### config.mk
export PLATFORM = sky130hd
export DESIGN_NAME = systolic_seq_ctrl
export DESIGN_NICKNAME = d
export VERILOG_FILES = /design/src/rtl/systolic_seq_ctrl.sv
export SDC_FILE = /design/constraint.sdc
export NUM_CORES = 1
export LEC_CHECK = 0
export ABC_AREA = 1
export CAP_MARGIN = 20
export CORE_MARGIN = 5
export CORE_UTILIZATION = 44
export CTS_CLUSTER_SIZE = 10
export DETAILED_ROUTE_END_ITERATION = 6
export HOLD_SLACK_MARGIN = 0.12
export PLACE_DENSITY = 0.75
export RECOVER_POWER = 100
export SLEW_MARGIN = 20
export SYNTH_ARGS = -nofsm -noshare
export SYNTH_HDL_FRONTEND = slang
export SYNTH_SLANG_ARGS = --single-unit
### constraint.sdc
create_clock -name clk -period 2.3 [get_ports clk]
set_input_delay 0.23 -clock clk [delete_from_list [all_inputs] [get_ports clk]]
set_output_delay 0.23 -clock clk [all_outputs]
set_load 0.02 [all_outputs]
### src/rtl/systolic_seq_ctrl.sv
// -----------------------------------------------------------------------------
// systolic_seq_ctrl
//
// Sequencer for the systolic-array datapath. On an accepted start it loads N
// weight rows, then streams cfg_len input vectors from the unified buffer, and
// then lets the skewed array pipeline drain for LAT = 2N-1 cycles. After that
// it pulses done for one cycle and returns to idle.
//
// Ports:
//   clk, reset         clock; synchronous active-high reset
//   start              command strobe, sampled only in IDLE
//   cfg_len            number of input vectors (0 goes straight to DONE)
//   cfg_w_base         first weight-row address
//   cfg_x_base         first input-vector address
//   stall              buffer not ready; freezes LOAD_W / STREAM progress
//   busy               high in every state except IDLE
//   done               one-cycle pulse in DONE
//   acc_clear          clear the array accumulators (first LOAD_W cycle)
//   w_load/w_row/w_addr   weight-row strobe, row index and read address
//   x_valid/x_addr        input-vector strobe and read address (wraps)
//   y_valid            x_valid delayed by LAT cycles
//   perf_stall_cycles  stalled LOAD_W/STREAM cycle count
//
// Optional build macro SEQ_PERF_CNT_EN: when it is defined, the stall
// performance counter is built. When it is undefined, perf_stall_cycles is 0.
//
// N must be at least 2.
// -----------------------------------------------------------------------------
module systolic_seq_ctrl #(
    parameter int N      = 4,
    parameter int ADDR_W = 8,
    parameter int LEN_W  = 8,
    localparam int ROW_W = (N > 1) ? $clog2(N) : 1
) (
    input  logic              clk,
    input  logic              reset,
    input  logic              start,
    input  logic [LEN_W-1:0]  cfg_len,
    input  logic [ADDR_W-1:0] cfg_w_base,
    input  logic [ADDR_W-1:0] cfg_x_base,
    input  logic              stall,
    output logic              busy,
    output logic              done,
    output logic              acc_clear,
    output logic              w_load,
    output logic [ROW_W-1:0]  w_row,
    output logic [ADDR_W-1:0] w_addr,
    output logic              x_valid,
    output logic [ADDR_W-1:0] x_addr,
    output logic              y_valid,
    output logic [15:0]       perf_stall_cycles
);

    localparam int LAT     = 2 * N - 1;
    localparam int DRAIN_W = $clog2(LAT + 1);

    typedef enum logic [2:0] {
        S_IDLE,
        S_LOAD_W,
        S_STREAM,
        S_DRAIN,
        S_DONE
    } state_t;

    state_t state, state_next;

    logic [ROW_W-1:0]   row;
    logic [LEN_W-1:0]   idx;
    logic [LEN_W-1:0]   len_q;
    logic [ADDR_W-1:0]  w_base_q;
    logic [ADDR_W-1:0]  x_base_q;
    logic [DRAIN_W-1:0] drain_cnt;
    logic [LAT-1:0]     y_pipe;
    logic               first_load;

    logic start_ok;
    logic start_run;
    logic last_row;
    logic last_vec;
    logic drain_end;

    // Next-state and output decode
    // NOTE: every signal is given a default at the top of the block. If a path
    // did not assign a signal, synthesis would infer a latch for it.
    always_comb begin
        state_next = state;
        busy       = 1'b0;
        done       = 1'b0;
        acc_clear  = 1'b0;
        w_load     = 1'b0;
        w_row      = '0;
        w_addr     = '0;
        x_valid    = 1'b0;
        x_addr     = '0;
        y_valid    = y_pipe[LAT-1];

        start_ok  = (state == S_IDLE) && start;
        start_run = start_ok && (cfg_len != '0);

        unique case (state)
            S_IDLE: begin
                if (start_ok) state_next = start_run ? S_LOAD_W : S_DONE;
            end
            S_LOAD_W: begin
                busy      = 1'b1;
                acc_clear = first_load;
                w_load    = !stall;
                w_row     = row;
                w_addr    = w_base_q + ADDR_W'(row);
                if (w_load && (row == ROW_W'(N - 1))) state_next = S_STREAM;
            end
            S_STREAM: begin
                busy    = 1'b1;
                x_valid = !stall;
                // The address wraps modulo 2^ADDR_W by truncation.
                x_addr  = x_base_q + ADDR_W'(idx);
                if (x_valid && (idx == len_q - LEN_W'(1))) state_next = S_DRAIN;
            end
            S_DRAIN: begin
                busy = 1'b1;
                if (drain_cnt == DRAIN_W'(LAT - 1)) state_next = S_DONE;
            end
            S_DONE: begin
                busy       = 1'b1;
                done       = 1'b1;
                state_next = S_IDLE;
            end
            default: state_next = S_IDLE;
        endcase

        last_row  = w_load && (row == ROW_W'(N - 1));
        last_vec  = x_valid && (idx == len_q - LEN_W'(1));
        drain_end = (state == S_DRAIN) && (drain_cnt == DRAIN_W'(LAT - 1));
    end

    // State, counters, latched config and the y_valid delay line
    // NOTE: sequential state uses non-blocking assignments only. This way every
    // register samples the values from before the edge, whatever the statement order.
    always_ff @(posedge clk) begin
        if (reset) begin
            // NOTE: the config registers and the delay line are reset as well
            // as the FSM. After a reset in the middle of an operation, no old
            // y_valid and no old address can leak into the next command.
            state      <= S_IDLE;
            row        <= '0;
            idx        <= '0;
            len_q      <= '0;
            w_base_q   <= '0;
            x_base_q   <= '0;
            drain_cnt  <= '0;
            y_pipe     <= '0;
            first_load <= 1'b0;
        end else begin
            state      <= state_next;
            first_load <= start_run;

            if (start_run) begin
                len_q    <= cfg_len;
                w_base_q <= cfg_w_base;
                x_base_q <= cfg_x_base;
            end

            if (start_ok)    row <= '0;
            else if (w_load) row <= last_row ? '0 : row + ROW_W'(1);

            if (start_ok)     idx <= '0;
            else if (x_valid) idx <= last_vec ? '0 : idx + LEN_W'(1);

            drain_cnt <= (state == S_DRAIN && !drain_end) ? drain_cnt + DRAIN_W'(1) : '0;

            // The array clocks freely, so the delay line shifts every cycle,
            // stalled or not. Gaps caused by a stall travel through it.
            if (state == S_IDLE) y_pipe <= '0;
            else                 y_pipe <= (y_pipe << 1) | LAT'(x_valid);
        end
    end

`ifdef SEQ_PERF_CNT_EN
    logic [15:0] perf_q;

    always_ff @(posedge clk) begin
        if (reset) begin
            perf_q <= '0;
        end else if (start_ok) begin
            perf_q <= '0;
        end else if (stall && (state == S_LOAD_W || state == S_STREAM)
                     && perf_q != 16'hFFFF) begin
            perf_q <= perf_q + 16'd1;
        end
    end

    assign perf_stall_cycles = perf_q;
`else
    assign perf_stall_cycles = 16'h0000;
`endif

endmodule

; Word-level counts from Yosys, hierarchy flattened
; Index checks and enable logic that the tools add are counted.
[word_totals]
latchBits = 0
reg_bits = 48
out_inout_bits = 40
wordCells = 61
ram_bits = 0
mem_bits_ro = 0
in_bits = 28
n_memories = 0
[classes]
order_cmp = 0
eq_ne = 11
n_bitwise = 2
n_mux = 16
n_shift = 0
n_div = 0
multipliers = 0
n_reduce_logical = 17
addsub = 6
[ops]
columns = operator, n
row1 = two-way mux 8 bit, 3
row2 = two-way mux 3 bit, 5
row3 = case mux 3 bit (4 select lines), 1
row4 = "adder 8 x 1 -> 8 bit, second input constant", 1
row5 = adder 8 x 2 -> 8 bit, 1
row6 = adder 8 bit, 1
row7 = equality test 8 bit, 1
row8 = logical AND 1 bit, 8
row9 = "!= test 2 bit, second input constant", 4
row10 = nonzero test 8 bit, 1
row11 = "subtractor 8 x 1 -> 8 bit, second input constant", 1
row12 = bitwise OR 7 x 1 -> 7 bit, 1
row13 = "equality test 3 x 2 -> 1 bit, second input constant", 2
row14 = "equality test 3 bit, second input constant", 2
row15 = OR reduction 2 bit, 3
row16 = two-way mux 1 bit, 5
row17 = two-way mux 2 bit, 2
row18 = AND reduction 4 bit, 1
row19 = OR reduction 4 bit, 1
row20 = "adder 3 x 1 -> 3 bit, second input constant", 1
row21 = "equality test 3 x 1 -> 1 bit, second input constant", 1
row22 = zero test 3 bit, 1
row23 = "adder 2 x 1 -> 2 bit, second input constant", 1
row24 = "equality test 2 bit, second input constant", 1
row25 = other kinds (2), 3

; Logic depth before layout (Yosys ltp)
[logic_depth]
ltp_word = 6
depth_mapped = 15
mapped_depth_nobuf = 15

; Worst setup path before layout
; OpenSTA, ideal clock, no wires.
[synth_timing]
path_kind = flip-flop to output port
start = register idx[0]
end = output x_addr[6]
required_ns = 2.070
setup_slack_ns = 0.183
path_buffers = 0
stages_incl_launch_ff = 12
arrival_ns = 1.887
cell_sequence = dfxtp_1 ha_1 fa_1 nand2_1 inv_1 o21ai_0 nand2_1 nand2_1 nand2_1 a21oi_1 xor2_1 nor2_1
[synth_via]
elab_chain_cells = 2
[synth_rtl]
columns = element, line
row1 = start: declaration, 68  ; logic [LEN_W-1:0] idx;
row2 = start signal: assignment, 167  ; else if (x_valid) idx <= last_vec ? '0 : idx + LEN_W'(1);
row3 = adder 8 bit, 116  ; x_addr = x_base_q + ADDR_W'(idx);
row4 = two-way mux 8 bit, 100  ; unique case (state)
row5 = end: declaration, 49  ; output logic [ADDR_W-1:0] x_addr,
; No other way between the ends.

; Worst setup path in the final report
; Same ends and word-level chain as after synthesis.

==> impl_metrics.ini <==
[die]
fp.coreArea_um2 = 6240
initial_utilization = 0.445
area_of_the_die_um2 = 8000
die_w_um = 89.5
pin_count = 68
std_cell_rows = 29
chip_height_um = 89.5

[timing]
rsz0062_at_grt = true
timing.final.hold_violations = 0
setup_tns_ns = -0.00358
setup_viol = 1
fin_skew_ns = 0.00235
finalCritPeriodShare = 1.00
worst_pin_slew_ns = 1.07
final_critical_path_setup_slack_ns = -0.00358
worst_slew_margin_rel = 0.284
timing_max_transition_violations_final = 0
fmax_ghz = 0.434
period_needed_ns = 2.30

[synth]
synthesis.yosys.warnings = 0
synth.top_cells.by_area = sky130_fd_sc_hd__dfxtp_1 (35%), sky130_fd_sc_hd__nor2_1 (12%), sky130_fd_sc_hd__nand2_1 (7.8%), sky130_fd_sc_hd__inv_1 (7.2%), sky130_fd_sc_hd__ha_1 (6.3%)
synth.avg_cell_area_um2 = 6.93
synth_edf_count = 0
async_flop_share = 0
ys_seq_area_frac = 0.346
synth_top_area_cell = sky130_fd_sc_hd__dfxtp_1
synth_area_um2 = 2780
post_synth_inst_count = 401
ys_ff_latch = 48
synth_largest_type_area_fraction = 0.346
dominantRegCellSynth = sky130_fd_sc_hd__dfxtp_1
synth.distinct_cells = 34

[worst_setup_path]
worst-endpoint-arrival_ns = 2.07
timing.critical_path.from_type = flop
timing.critical_path.from = idx[0]
critPathKind = flop to primary output
critPathCaptureType = primary output
reg2regPathDepth = 13
reg2reg_setup_slack_ns = 0.22
path_max_fanout = 2
reg2reg_launch_point = len_q[0]
endpoint = x_addr[6]
timing.critical_path.required_ns = 2.07
timing.rr.end = idx[2]

[outcome]
status = complete, but fails checks
failed_checks = negative setup slack

[clocking]
clockBufferDepth = 2
count_of_h_tree_levels_built_during_cts = 2
number_of_buffers_inserted_during_clock_tree_synthesis = 5
cts_root_buf = sky130_fd_sc_hd__clkbuf_8
cts_tree = yes
tritoncts_num_sinks = 48
clock_insertion_delay_worst_skew_ns = 0.31
worst_setup_hold_path_clk_slew_ns = 0.09

[power]
power_per_cell_area_nw_per_um2 = 967
total_power_mw = 3.45
leakage_nw = 1.65
ir_drop_v = 0.000525

[global_route]
grt_max_degree = 29
antenna_violations_before_repair = 0
grt_overflow = 0
global_route_wire_length_before_repair_um = 11100
via_count_of_the_first_global_routing_pass = 2604
grtUsageTotal = 0.176

[worst_hold_path]
holdCritPathClass = flop to flop

[detailed_routing]
remaining_drc_errors = 0
drtPass1Iterations = 4
route.vias.total = 2707
routed_length_per_instance_um = 12.1
routed_wirelength_um = 6650
detail_route.vias_per_cell = 4.91
detail-route-antenna-nets = 0
initialDrtViolationCount = 177

[final_layout]
drive_above_1_share = 0.114
n_fill_cell = 618
seq_area_um2 = 968
num_antenna_cells = 0
multi_input_comb_area_um2 = 1560
design_area_um2 = 3570
syn_to_final_growth_pct = 28.3
final_nets = 517

[placement]
place.gp.congestion = 0.794
dp_hpwl_um = 5240
dpl-instance-area_um2 = 3470
buffer_ports.inserted = 51

[job]
max-cap-violations = 0
-- worst max-delay path, cell delays in order (launching register included) --
cell	delay, ns
sky130_fd_sc_hd__dfxtp_1	0.32
sky130_fd_sc_hd__ha_2	0.19
sky130_fd_sc_hd__fa_2	0.35
sky130_fd_sc_hd__nand2_1	0.07
sky130_fd_sc_hd__inv_1	0.05
sky130_fd_sc_hd__o21ai_2	0.10
sky130_fd_sc_hd__nand2_1	0.07
sky130_fd_sc_hd__nand2_1	0.06
sky130_fd_sc_hd__nand2_1	0.06
sky130_fd_sc_hd__a21oi_2	0.13
sky130_fd_sc_hd__xor2_1	0.15
sky130_fd_sc_hd__nor2_1	0.05
sky130_fd_sc_hd__buf_2	0.15
-- logic make-up (layout without fill, tap and decap cells) --
group	Yosys count	in the layout	synth area share
simple gates	182	182	0.290
buf+inv	78	136	0.129
compound gates	66	66	0.125
flops	48	48	0.346
fa+ha+maj	16	16	0.0774
xor+xnor	10	10	0.0315
other cells	1	16	0.00135
-- flip-flops by register name (all words and copies together), names as in the netlist --
name / count
idx: 8
len_q: 8
w_base_q: 8
x_base_q: 8
y_pipe: 7
drain_cnt: 3
state: 3
row: 2
first_load: 1
-- cell usage after synthesis, types with 6 or more instances --
cell type and number:
sky130_fd_sc_hd__nand3_1 18, sky130_fd_sc_hd__nor3_1 6, sky130_fd_sc_hd__o21ai_0 35, sky130_fd_sc_hd__nand2_1 58, sky130_fd_sc_hd__a21oi_1 24, sky130_fd_sc_hd__dfxtp_1 48
sky130_fd_sc_hd__ha_1 14, sky130_fd_sc_hd__nor2_1 86, sky130_fd_sc_hd__buf_4 16, sky130_fd_sc_hd__xnor2_1 6, sky130_fd_sc_hd__inv_1 53
-- per-stage QoR --
stage	instances	setup slack, ns	hold slack, ns	utilization
after CTS	551	-0.0320	0.419	0.571
final	551	-0.00358	0.413	0.571
after floorplan	416	0.183	0.302	-
after detailed placement	543	-0.241	0.404	0.556
after global placement	543	-0.186	0.397	0.556
after global routing	551	-0.196	0.438	0.571
-- worst min path at each step --
stage          startpoint    endpoint  slack, ns  cells past startpoint
6_report        y_pipe[5]   y_pipe[6]       0.41                      2
5_1_grt         y_pipe[4]   y_pipe[5]       0.44                      2
4_1_cts         y_pipe[5]   y_pipe[6]       0.42                      2
3_5_place_dp    y_pipe[3]   y_pipe[4]       0.40                      2
3_3_place_gp    y_pipe[5]   y_pipe[6]       0.40                      2
2_1_floorplan       reset  first_load       0.30                      1
-- layout make-up --
type | count | area share
Sequential cell | 48 | 0.272
Multi-Input combinational cell | 290 | 0.437
Tap cell | 77 | 0.0270
Timing Repair Buffer | 73 | 0.174
Inverter | 55 | 0.0582
Clock inverter | 3 | 0.0130
Clock buffer | 5 | 0.0193
-- routing by layer --
layer  vias to the layer above  global-route usage  part of all wire
met5                         -                   0                 0
met4                         0              0.0717             0.021
met3                        10              0.0378             0.057
met2                        80               0.303              0.50
met1                      1236               0.213              0.42
li1                       1381                   -                 -
-- power breakdown --
part	switching (mW)	leakage, nW	internal [mW]
combinational	1.03	1.20	0.603
sequential	0.165	0.395	1.02
clock	0.304	0.0548	0.328
-- cell usage in the layout (no fill, tap or decap), drive strengths merged, types with 3 or more instances in the layout --
master / netlist / layout
nor2: 88 / 88
nand2: 58 / 58
inv: 54 / 54
dfxtp: 48 / 48
o21ai: 35 / 35
clkdlybuf4s50: 0 / 29
a21oi: 25 / 25
buf: 21 / 23
nand3: 19 / 19
conb: 1 / 16
ha: 14 / 14
clkbuf: 2 / 11
dlygate4sd2: 0 / 9
nor3: 9 / 9
xnor2: 6 / 6
dlygate4sd3: 0 / 5
xor2: 4 / 4
nand4: 4 / 4
a211oi: 3 / 3
-- what timing repair did --
action,in CTS,in global routing
endpoints found under the setup margin,20,8
buffers inserted,0,0
hold buffers,0,0
pin swaps,0,9
gates resized for setup,34,18
(Power assumes the default switching activity.)
